--- src/rtl/inst_fetch.sv ---
// Instruction fetch stage: drives a negedge-read instruction ROM from the PC register and
// hands {instr, pc} downstream one word per cycle, with start/halt control and branch flush.
module inst_fetch #(
    parameter int                       ADDRESS_WIDTH = 16,
    parameter int                       DATA_WIDTH    = 16,
    parameter logic [ADDRESS_WIDTH-1:0] RESET_PC      = '0,
    parameter logic [DATA_WIDTH-1:0]    HALT_WORD     = '1
) (
    input  logic                     clk,
    input  logic                     rst,
    input  logic                     sink_start,
    input  logic                     sink_branch_en,
    input  logic [ADDRESS_WIDTH-1:0] sink_branch_target,
    output logic [ADDRESS_WIDTH-1:0] rom_address,
    output logic                     rom_ren,
    output logic                     rom_cen,
    input  logic [DATA_WIDTH-1:0]    rom_data,
    output logic [DATA_WIDTH-1:0]    src_instr,
    output logic [ADDRESS_WIDTH-1:0] src_pc,
    output logic                     src_valid,
    input  logic                     src_ready,
    output logic                     src_halted,
    output logic [1:0]               o_dbg_state
);

    typedef enum logic [1:0] {
        S_IDLE  = 2'd0,
        S_FETCH = 2'd1,
        S_HALT  = 2'd2
    } state_t;

    state_t                   r_state;
    state_t                   w_state_nxt;
    logic [ADDRESS_WIDTH-1:0] r_pc;
    logic [ADDRESS_WIDTH-1:0] w_pc_nxt;
    logic [DATA_WIDTH-1:0]    r_instr;
    logic [DATA_WIDTH-1:0]    w_instr_nxt;
    logic [ADDRESS_WIDTH-1:0] r_src_pc;
    logic [ADDRESS_WIDTH-1:0] w_src_pc_nxt;
    logic                     r_valid;
    logic                     w_valid_nxt;
    logic                     r_halted;
    logic                     w_halted_nxt;
    logic                     w_accept;

    // Output handshake: a word transfers on any posedge where src_valid && src_ready;
    // src_instr/src_pc stay stable while src_valid && !src_ready (except a FETCH-state branch flush).
    assign w_accept = !r_valid || src_ready;

    always_ff @(posedge clk or posedge rst) begin
        if (rst) begin
            r_state  <= S_IDLE;
            r_pc     <= RESET_PC;
            r_instr  <= '0;
            r_src_pc <= '0;
            r_valid  <= 1'b0;
            r_halted <= 1'b0;
        end else begin
            r_state  <= w_state_nxt;
            r_pc     <= w_pc_nxt;
            r_instr  <= w_instr_nxt;
            r_src_pc <= w_src_pc_nxt;
            r_valid  <= w_valid_nxt;
            r_halted <= w_halted_nxt;
        end
    end

    always_comb begin
        w_state_nxt  = r_state;
        w_pc_nxt     = r_pc;
        w_instr_nxt  = r_instr;
        w_src_pc_nxt = r_src_pc;
        w_valid_nxt  = r_valid;
        w_halted_nxt = r_halted;
        case (r_state)
            S_FETCH: begin
                // Branch wins: the ROM word for the old PC is wrong-path and is dropped.
                if (sink_branch_en) begin
                    w_pc_nxt    = sink_branch_target;
                    w_valid_nxt = 1'b0;
                end else if (w_accept) begin
                    w_instr_nxt  = rom_data;
                    w_src_pc_nxt = r_pc;
                    w_valid_nxt  = 1'b1;
                    w_pc_nxt     = r_pc + ADDRESS_WIDTH'(1);
                    if (rom_data == HALT_WORD) begin
                        w_state_nxt  = S_HALT;
                        w_halted_nxt = 1'b1;
                    end
                end
            end
            S_IDLE, S_HALT: begin
                // A held word still drains here; a branch only retargets the PC.
                if (src_ready) begin
                    w_valid_nxt = 1'b0;
                end
                if (sink_branch_en) begin
                    w_pc_nxt = sink_branch_target;
                end
                if (sink_start) begin
                    w_state_nxt  = S_FETCH;
                    w_halted_nxt = 1'b0;
                end
            end
            default: begin
                w_state_nxt = S_IDLE;
            end
        endcase
    end

    assign rom_address = r_pc;
    assign rom_cen     = (r_state == S_FETCH);
    assign rom_ren     = (r_state == S_FETCH);
    assign src_instr   = r_instr;
    assign src_pc      = r_src_pc;
    assign src_valid   = r_valid;
    assign src_halted  = r_halted;
    assign o_dbg_state = r_state;

endmodule

--- config.mk ---
export PLATFORM = sky130hd
export DESIGN_NAME = inst_fetch
export DESIGN_NICKNAME = d
export VERILOG_FILES = /design/src/rtl/inst_fetch.sv
export SDC_FILE = /design/constraint.sdc
export NUM_CORES = 1
export LEC_CHECK = 0
export ABC_AREA = 1
export CAP_MARGIN = 10
export CORE_MARGIN = 2
export CORE_UTILIZATION = 45
export DETAILED_ROUTE_END_ITERATION = 10
export PLACE_DENSITY = 0.81
export SLEW_MARGIN = 5
export SYNTH_ARGS = -nofsm -noshare
export SYNTH_HDL_FRONTEND = slang
export SYNTH_SLANG_ARGS = --single-unit
--- constraint.sdc ---
create_clock -name clk -period 3.8 [get_ports clk]
set_clock_uncertainty 0.1 [all_clocks]
set_input_delay 0.95 -clock clk [delete_from_list [all_inputs] [get_ports clk]]
set_output_delay 0.95 -clock clk [all_outputs]
set_load 0.01 [all_outputs]
==> results of run 1 <==
[state kept, by name, indices dropped and copies added (netlist names)]
signal and count:
src_pc 16, src_valid 1, src_halted 1, rom_address 16, o_dbg_state 2, src_instr 16
[power by group through the flow]
stage,clock network [mW],registers (mW),logic [mW]
after global placement,0,0.786,0.651
final,0.435,0.781,0.665
after detailed placement,0,0.789,0.668
after global routing,0.465,0.800,0.726
after CTS,0.442,0.781,0.671
after floorplan,0,0.827,0.273
[routing by layer]
| metal | vias up | wire length [microns] |
|---|---|---|
| met1 | 1110 | 2990 |
| met4 | 0 | 71 |
| li1 | 1162 | - |
| met5 | - | 0 |
| met2 | 82 | 3110 |
| met3 | 7 | 403 |
[area by class of cell]
type / count / share of cell area
multi-input cells: 216 / 0.318
clock buffers: 5 / 0.0186
inverters: 24 / 0.0246
flip-flops and latches: 52 / 0.351
well taps: 72 / 0.0243
clock inverters: 2 / 0.0162
repair buffers: 92 / 0.247
[through the flow]
stage	hold WS, ns	utilization	area (sq um)	power, mW	setup WS (ns)
2_1_floorplan	0.419	-	2640	1.10	1.49
3_3_place_gp	0.365	0.642	3580	1.44	0.992
3_5_place_dp	0.380	0.642	3580	1.46	0.904
4_1_cts	0.402	0.665	3710	1.89	1.18
5_1_grt	0.431	0.665	3710	1.99	1.08
6_report	0.396	0.665	3710	1.88	1.19
[placed cells by master, fill, tap and decap left out, types with 3 or more instances in the layout]
master / synthesis / layout
nand3_1: 20 / 20
nor2_1: 37 / 37
clkbuf_8: 0 / 5
dfrtp_1: 52 / 52
nand2_1: 88 / 88
a21oi_1: 7 / 7
clkdlybuf4s50_1: 0 / 90
o21ai_0: 25 / 25
mux2_2: 3 / 3
inv_1: 23 / 22
nand4_1: 5 / 5
mux2_4: 18 / 18
[tightest hold or removal path, delay by kind of cell, from the launching register on]
| kind | cells | cell delay [ns] |
|---|---|---|
| AO/OA/AOI/OAI | 1 | 0.06 |
| flip-flops | 1 | 0.35 |
| AND/OR/NAND/NOR | 1 | 0.06 |
[final timing paths]
check	startpoint	to	slack [ns]
min in group asynchronous	rst	src_instr[13]	0.87
min reg2reg	src_pc[2]	src_pc[2]	0.40
max	o_dbg_state[0]	rom_cen	1.19
max reg2reg	o_dbg_state[0]	rom_address[5]	1.91
max in group asynchronous	rst	src_pc[2]	1.96
min	src_pc[2]	src_pc[2]	0.40
[cell families after synthesis]
kind of cell	share of synthesized area
XOR/XNOR	0.00664
AO/OA/AOI/OAI	0.0834
AND/OR/NAND/NOR	0.237
adder cells (fa/ha/maj)	0.00474
flip-flops	0.493
buffers and inverters	0.0602
multiplexers	0.115
==> flow_summary.yaml, run 1 <==
outcome:
  status: "complete, no violations"
synth:
  synth_top_area_frac: 0.493
  ys.flop_type: "dfrtp_1"
  yosysMostFrequentCell: "nand2_1"
  synth_cell_types: 25
  yosysWarningCount: 0
  seq_area_frac_synth: 0.493
  synth_nets: 340
  syn_area_sq_um: 2640
  netlist_instances: 302
  syn_area_per_cell_sq_um: 8.74
  synth_area_leader_cell: "dfrtp_1"
  synth_commonest_cells: "nand2_1 (88), dfrtp_1 (52), nor2_1 (37), o21ai_0 (25), inv_1 (23)"
  synth_enable_flop_cells: 0
  synth.area.top_cells: "dfrtp_1 (49%), nand2_1 (13%), mux2_4 (10%)"
  synth-seq-cells: 52
  async_flop_share: 1.00
setup_path:
  worstSetupPathDepth: 3
  critPathBufInv: 2
  crit_fanout: 8
  worstSetupStartpointType: "register"
  cp_slowest_cell: "clkdlybuf4s50_1"
  path_delay_family: "buffers and inverters"
  crit_path_end_kind: "output pin"
  arrival_ns: 1.56
  crit_path_max_incr_delay_ns: 0.54
  path_class: "register to output pin"
  crit_chain: "nand2_2, clkinv_2, clkdlybuf4s50_1"
  required_ns: 2.75
  reg2regPathDepth: 6
global_routing:
  grtUsageMet2: 0.370
  grt_pass1_vias: 2318
  top_usage_layer: "met2"
  gr-total-overflow: 0
  grt_max_degree: 44
  grtUsageTotal: 0.219
  use_met3: 0.0404
  antenna_found_initial: 0
  grt_pass1_wl_microns: 11000
  met1_usage: 0.291
timing:
  setup_violations: 0
  fmax_ghz: 0.384
  min_period_ns: 2.61
  max_slew.worst_pin.slew_ns: 0.570
  relSlewSlack: 0.619
  finalCritPeriodShare: 0.686
  fin_setup_tns_ns: 0
  drv_slew: 0
  grt_setup_unrepaired: "no"
  hold_violations: 0
worst_hold_path:
  holdCritPathClass: "register to register"
  hold_depth: 2
layout:
  drive_above_1_share: 0.0895
  fill_cells: 475
  area_growth_pct: 40.4
  layout.nets: 429
  diodes: 0
  seq_area_sq_um: 1300
  instances_no_fill: 463
  multiInputGateArea_sq_um: 1180
clocking:
  cts_resized: 0
  clkTransAtPathRegs_ns: 0.09
  cts_sinks: 52
  cts_tree: "done"
  postCtsHoldBufs: 0
  cts_buffers: 5
  cts_setup_buffers: 0
  clk-insertion-delay-late_ns: 0.30
  htree_levels: 2
  cts_root_buffer: "clkbuf_8"
  cts_buffer_depth: 2
drt:
  drtAntennaViolNets: 0
  vias: 2361
  dr.pass1.iters: 4
  drtIter0Drc: 117
  vias_per_cell: 5.10
  wl_per_cell_microns: 14.2
  drc: 0
  wl_microns: 6580
place:
  placed_cells: 456
  gp_congestion: 0.876
  dpl.hpwl_microns: 4970
  port_buffers: 90
flow_run:
  maxCapViolCount: 0
floorplanning:
  die_area_sq_um: 6500
  rows: 27
  die_w_microns: 80.6
  initial_core_util: 0.474
  core_area_sq_um: 5570
  io_pins: 91
  die_h_microns: 80.6
pwr:
  netSwitchingPower_mw: 0.573
  power_density_nw_per_um2: 507
  swShare: 0.305
  pwr-share-clk: 0.231
  ir_drop_v: 0.000269
  pwr-share-comb: 0.354
  p_seq_frac: 0.415
  p_leak_nw: 1.74
  internal_power_mw: 1.31
(Power assumes the default switching activity.)
==> run 2: changes to the inputs <==
==> constraint.sdc (replaced) <==
create_clock -name clk -period 2.6 [get_ports clk]
set_clock_uncertainty 0.1 [all_clocks]
set_input_delay 0.65 -clock clk [delete_from_list [all_inputs] [get_ports clk]]
set_output_delay 0.65 -clock clk [all_outputs]
set_load 0.01 [all_outputs]
==> run 2 against run 1 <==
  * Count of clock-buffer cells in the layout grew 1
  * Hold slack worse by 0.0053 ns
  * Sequential share of layout area down 0.26 points
  * Worst setup slack got worse by 0.92 ns
  * Largest power group unchanged
==> flow_summary.yaml, run 2 (synthesis gave the netlist of run 1 again) <==
drt:
  vias: 2310
  drc: 0
  wl_microns: 6310
  vias_per_cell: 4.95
  dr.pass1.iters: 4
  wl_per_cell_microns: 13.5
  drtIter0Drc: 106
  drtAntennaViolNets: 0
setup_path:
  crit_fanout: 8
  crit_path_end_kind: "output pin"
  path_delay_family: "buffers and inverters"
  worstSetupStartpointType: "register"
  crit_path_max_incr_delay_ns: 0.54
  path_class: "register to output pin"
  required_ns: 1.85
  crit_chain: "nand2_2, clkinv_2, clkdlybuf4s50_1"
  critPathBufInv: 2
  cp_slowest_cell: "clkdlybuf4s50_1"
  arrival_ns: 1.57
clocking:
  cts_buffer_depth: 2
  cts_setup_buffers: 0
  cts_tree: "done"
  clk-insertion-delay-late_ns: 0.30
  postCtsHoldBufs: 0
  htree_levels: 2
  cts_buffers: 5
  clkTransAtPathRegs_ns: 0.10
  cts_resized: 0
  cts_sinks: 52
  cts_root_buffer: "clkbuf_8"
pwr:
  power_density_nw_per_um2: 720
  ir_drop_v: 0.000532
  finalPower_mw: 2.69
  p_leak_nw: 1.76
floorplanning:
  io_pins: 91
  rows: 27
  die_h_microns: 80.6
  core_area_sq_um: 5570
  die_area_sq_um: 6500
  die_w_microns: 80.6
  initial_core_util: 0.474
layout:
  mostFrequentLayoutCell: "clkdlybuf4s50_1"
  post-route-cell-area_sq_um: 3730
  drive_above_1_share: 0.0987
  instances_no_fill: 467
  fill_cells: 473
  final_cell_mix: "clkdlybuf4s50_1 (90), nand2_1 (88), dfrtp_1 (52)"
  final_util: 0.670
  area_growth_pct: 41.5
  layout.nets: 432
  diodes: 0
global_routing:
  antenna_found_initial: 0
  gr-total-overflow: 0
  grtUsageTotal: 0.206
  grt_pass1_vias: 2207
  grt_max_degree: 53
  grt_pass1_wl_microns: 10400
timing:
  fin_setup_tns_ns: 0
  grt_setup_unrepaired: "no"
  relSlewSlack: 0.668
  fmax_ghz: 0.430
  finalCritPeriodShare: 0.894
  fin_worst_hold_slack_ns: 0.391
  min_period_ns: 2.32
  max_slew.worst_pin.slew_ns: 0.497
  drv_slew: 0
  worst_slack_ns: 0.276
  setup_violations: 0
  hold_violations: 0
worst_hold_path:
  holdCritPathClass: "register to register"
flow_run:
  maxCapViolCount: 0
place:
  dpl.hpwl_microns: 4770
  pre_cts_ws_ns: 0.239
  port_buffers: 90
  placed_cells: 459
  gp_congestion: 0.893
  placed_cell_area_sq_um: 3610
outcome:
  status: "complete, no violations"
-- run 2: cell types whose count changed in the layout (fill, tap and decap cells not counted) --
cell	before	now
buf_4	2	4
buf_12	0	1
bufinv_16	2	1
clkbuf_8	5	6
clkinv_4	0	1
-- run 2: final timing paths --
| path | startpoint | cells past startpoint | slack [ns] | endpoint |
|---|---|---|---|---|
| min in group asynchronous | rst | 3 | 0.61 | src_instr[6] |
| max in group asynchronous | rst | 3 | 1.56 | rom_address[1] |
| max | o_dbg_state[0] | 3 | 0.28 | rom_ren |
| min reg2reg | src_pc[9] | 2 | 0.39 | src_pc[9] |
| max reg2reg | o_dbg_state[0] | 5 | 0.92 | src_pc[8] |
| min | src_pc[9] | 2 | 0.39 | src_pc[9] |
-- run 2: area by class of cell --
cell class | instances | area [sq um] | area share
clock buffer | 6 | 82.6 | 0.0221
clock inverter | 2 | 38.8 | 0.0104
inverter | 24 | 91.3 | 0.0245
multi-input combinational | 216 | 1180 | 0.316
sequential | 52 | 1300 | 0.348
tap | 72 | 90.1 | 0.0241
timing repair buffer | 95 | 951 | 0.255
-- run 2: where the power goes --
| part | switching [mW] | internal, mW |
|---|---|---|
| clock network | 0.265 | 0.315 |
| registers | 0.153 | 0.983 |
| logic | 0.418 | 0.556 |
| total | 0.837 | 1.85 |
-- run 2: worst register-to-register path: stages (launching register included) --
cell      delay [ns]
dfrtp_1         0.48
nand2_2         0.14
clkinv_2        0.11
nand2_4         0.09
buf_4           0.31
mux2_4          0.34
-- run 2: metal layers --
metal	GRT usage	routed length [microns]	up-vias
met5	0	0	-
met4	0.0559	70	0
met3	0.0416	402	8
met2	0.335	2910	80
met1	0.281	2920	1052
li1	-	-	1170
==> run 3: changes to the inputs <==
--- a/config.mk
+++ b/config.mk
@@ -8,9 +8,10 @@
 export ABC_AREA = 1
 export CAP_MARGIN = 10
 export CORE_MARGIN = 2
-export CORE_UTILIZATION = 45
+export CORE_UTILIZATION = 40
 export DETAILED_ROUTE_END_ITERATION = 10
-export PLACE_DENSITY = 0.81
+export MAX_ROUTING_LAYER = met4
+export PLACE_DENSITY = 0.73
 export SLEW_MARGIN = 5
 export SYNTH_ARGS = -nofsm -noshare
 export SYNTH_HDL_FRONTEND = slang
==> run 3 against run 2 <==
  * Via count increased by 1.1%
  * Cell count up 1.1%
  * Sequential share of layout area down 0.058 points
  * Hold slack got worse by 0.0023 ns
  * Global-route usage down 1.6 points
  * Largest power group unchanged
  * Routed wire length increased by 1.9%
  * Critical path depth did not move
==> flow_summary.yaml, run 3 (synthesis gave the netlist of run 1 again) <==
global_routing:
  grt_max_degree: 33
  grt_pass1_wl_microns: 10700
  antenna_found_initial: 0
  grtUsageTotal: 0.190
  gr-total-overflow: 0
  grt_pass1_vias: 2314
drt:
  drtIter0Drc: 58
  dr.pass1.iters: 4
  wl_per_cell_microns: 13.6
  wl_microns: 6420
  vias_per_cell: 4.95
  vias: 2336
  drc: 0
  drtAntennaViolNets: 0
pwr:
  power_density_nw_per_um2: 721
  p_leak_nw: 1.76
  ir_drop_v: 0.000401
flow_run:
  maxCapViolCount: 0
clocking:
  cts_setup_buffers: 0
  cts_sinks: 52
  cts_buffer_depth: 2
  clkTransAtPathRegs_ns: 0.09
  cts_root_buffer: "clkbuf_8"
  htree_levels: 2
  postCtsHoldBufs: 0
  clk-insertion-delay-late_ns: 0.31
  cts_tree: "done"
  cts_buffers: 5
  cts_resized: 0
layout:
  instances_no_fill: 472
  layout.nets: 432
  final_cell_mix: "clkdlybuf4s50_1 (90), nand2_1 (88), dfrtp_1 (52)"
  diodes: 0
  mostFrequentLayoutCell: "clkdlybuf4s50_1"
  post-route-cell-area_sq_um: 3740
  area_growth_pct: 41.7
  drive_above_1_share: 0.0987
  fill_cells: 562
setup_path:
  worstSetupStartpointType: "register"
  cp_slowest_cell: "clkdlybuf4s50_1"
  crit_fanout: 8
  arrival_ns: 1.56
  crit_path_max_incr_delay_ns: 0.54
  crit_path_end_kind: "output pin"
  required_ns: 1.85
  crit_chain: "nand2_2, clkinv_2, clkdlybuf4s50_1"
  critPathBufInv: 2
  path_delay_family: "buffers and inverters"
  path_class: "register to output pin"
timing:
  drv_slew: 0
  fmax_ghz: 0.432
  relSlewSlack: 0.637
  hold_violations: 0
  fin_worst_hold_slack_ns: 0.388
  finalCritPeriodShare: 0.890
  min_period_ns: 2.31
  setup_violations: 0
  grt_setup_unrepaired: "no"
  fin_setup_tns_ns: 0
  max_slew.worst_pin.slew_ns: 0.545
worst_hold_path:
  holdCritPathClass: "register to register"
place:
  dpl.hpwl_microns: 4780
  gp_congestion: 0.865
  placed_cell_area_sq_um: 3620
  placed_cells: 464
  port_buffers: 90
floorplanning:
  die_h_microns: 85.2
  core_area_sq_um: 6350
  initial_core_util: 0.416
  io_pins: 91
  rows: 29
  die_w_microns: 85.2
  die_area_sq_um: 7270
outcome:
  status: "complete, no violations"
==> run 3: final timing paths <==
check / startpoint / cells after the start / slack, ns / to
max: o_dbg_state[0] / 3 / 0.29 / rom_ren
min: src_pc[11] / 2 / 0.39 / src_pc[11]
max reg2reg: o_dbg_state[0] / 7 / 0.86 / rom_address[10]
min reg2reg: src_pc[11] / 2 / 0.39 / src_pc[11]
max in group asynchronous: rst / 3 / 1.30 / src_pc[15]
min in group asynchronous: rst / 2 / 0.56 / src_instr[14]
==> run 3: cell type report <==
cell class | count | area, sq um | share of cell area
multi-input cells | 216 | 1180 | 0.315
well taps | 77 | 96.3 | 0.0258
flip-flops and latches | 52 | 1300 | 0.348
inverters | 24 | 91.3 | 0.0244
clock buffers | 6 | 82.6 | 0.0221
repair buffers | 95 | 951 | 0.254
clock inverters | 2 | 38.8 | 0.0104
==> run 3: per-stage QoR <==
| step | power [mW] | utilization | setup WS, ns |
|---|---|---|---|
| floorplan | 1.61 | - | 0.592 |
| global placement | 2.12 | 0.570 | 0.189 |
| detailed placement | 2.13 | 0.570 | 0.155 |
| CTS | 2.73 | 0.589 | 0.261 |
| global route | 2.86 | 0.589 | 0.180 |
| finish | 2.70 | 0.589 | 0.286 |
==> run 3: where the power goes <==
group	total, mW	internal, mW	leakage [nW]	switching (mW)
logic	0.979	0.555	1.08	0.423
registers	1.13	0.983	0.612	0.151
clock network	0.585	0.315	0.0614	0.270
==> run 3: worst min-delay path, cell delays in order (launching register included) <==
cell     delay, ns
dfrtp_1       0.35
nand2_1       0.05
o21ai_0       0.06
==> run 3: metal layers <==
metal	vias to the layer above	track usage	wire (microns)
met4	0	0.0505	65
met2	89	0.301	2900
met5	-	-	0
li1	1164	-	-
met1	1077	0.249	3040
met3	6	0.0409	412
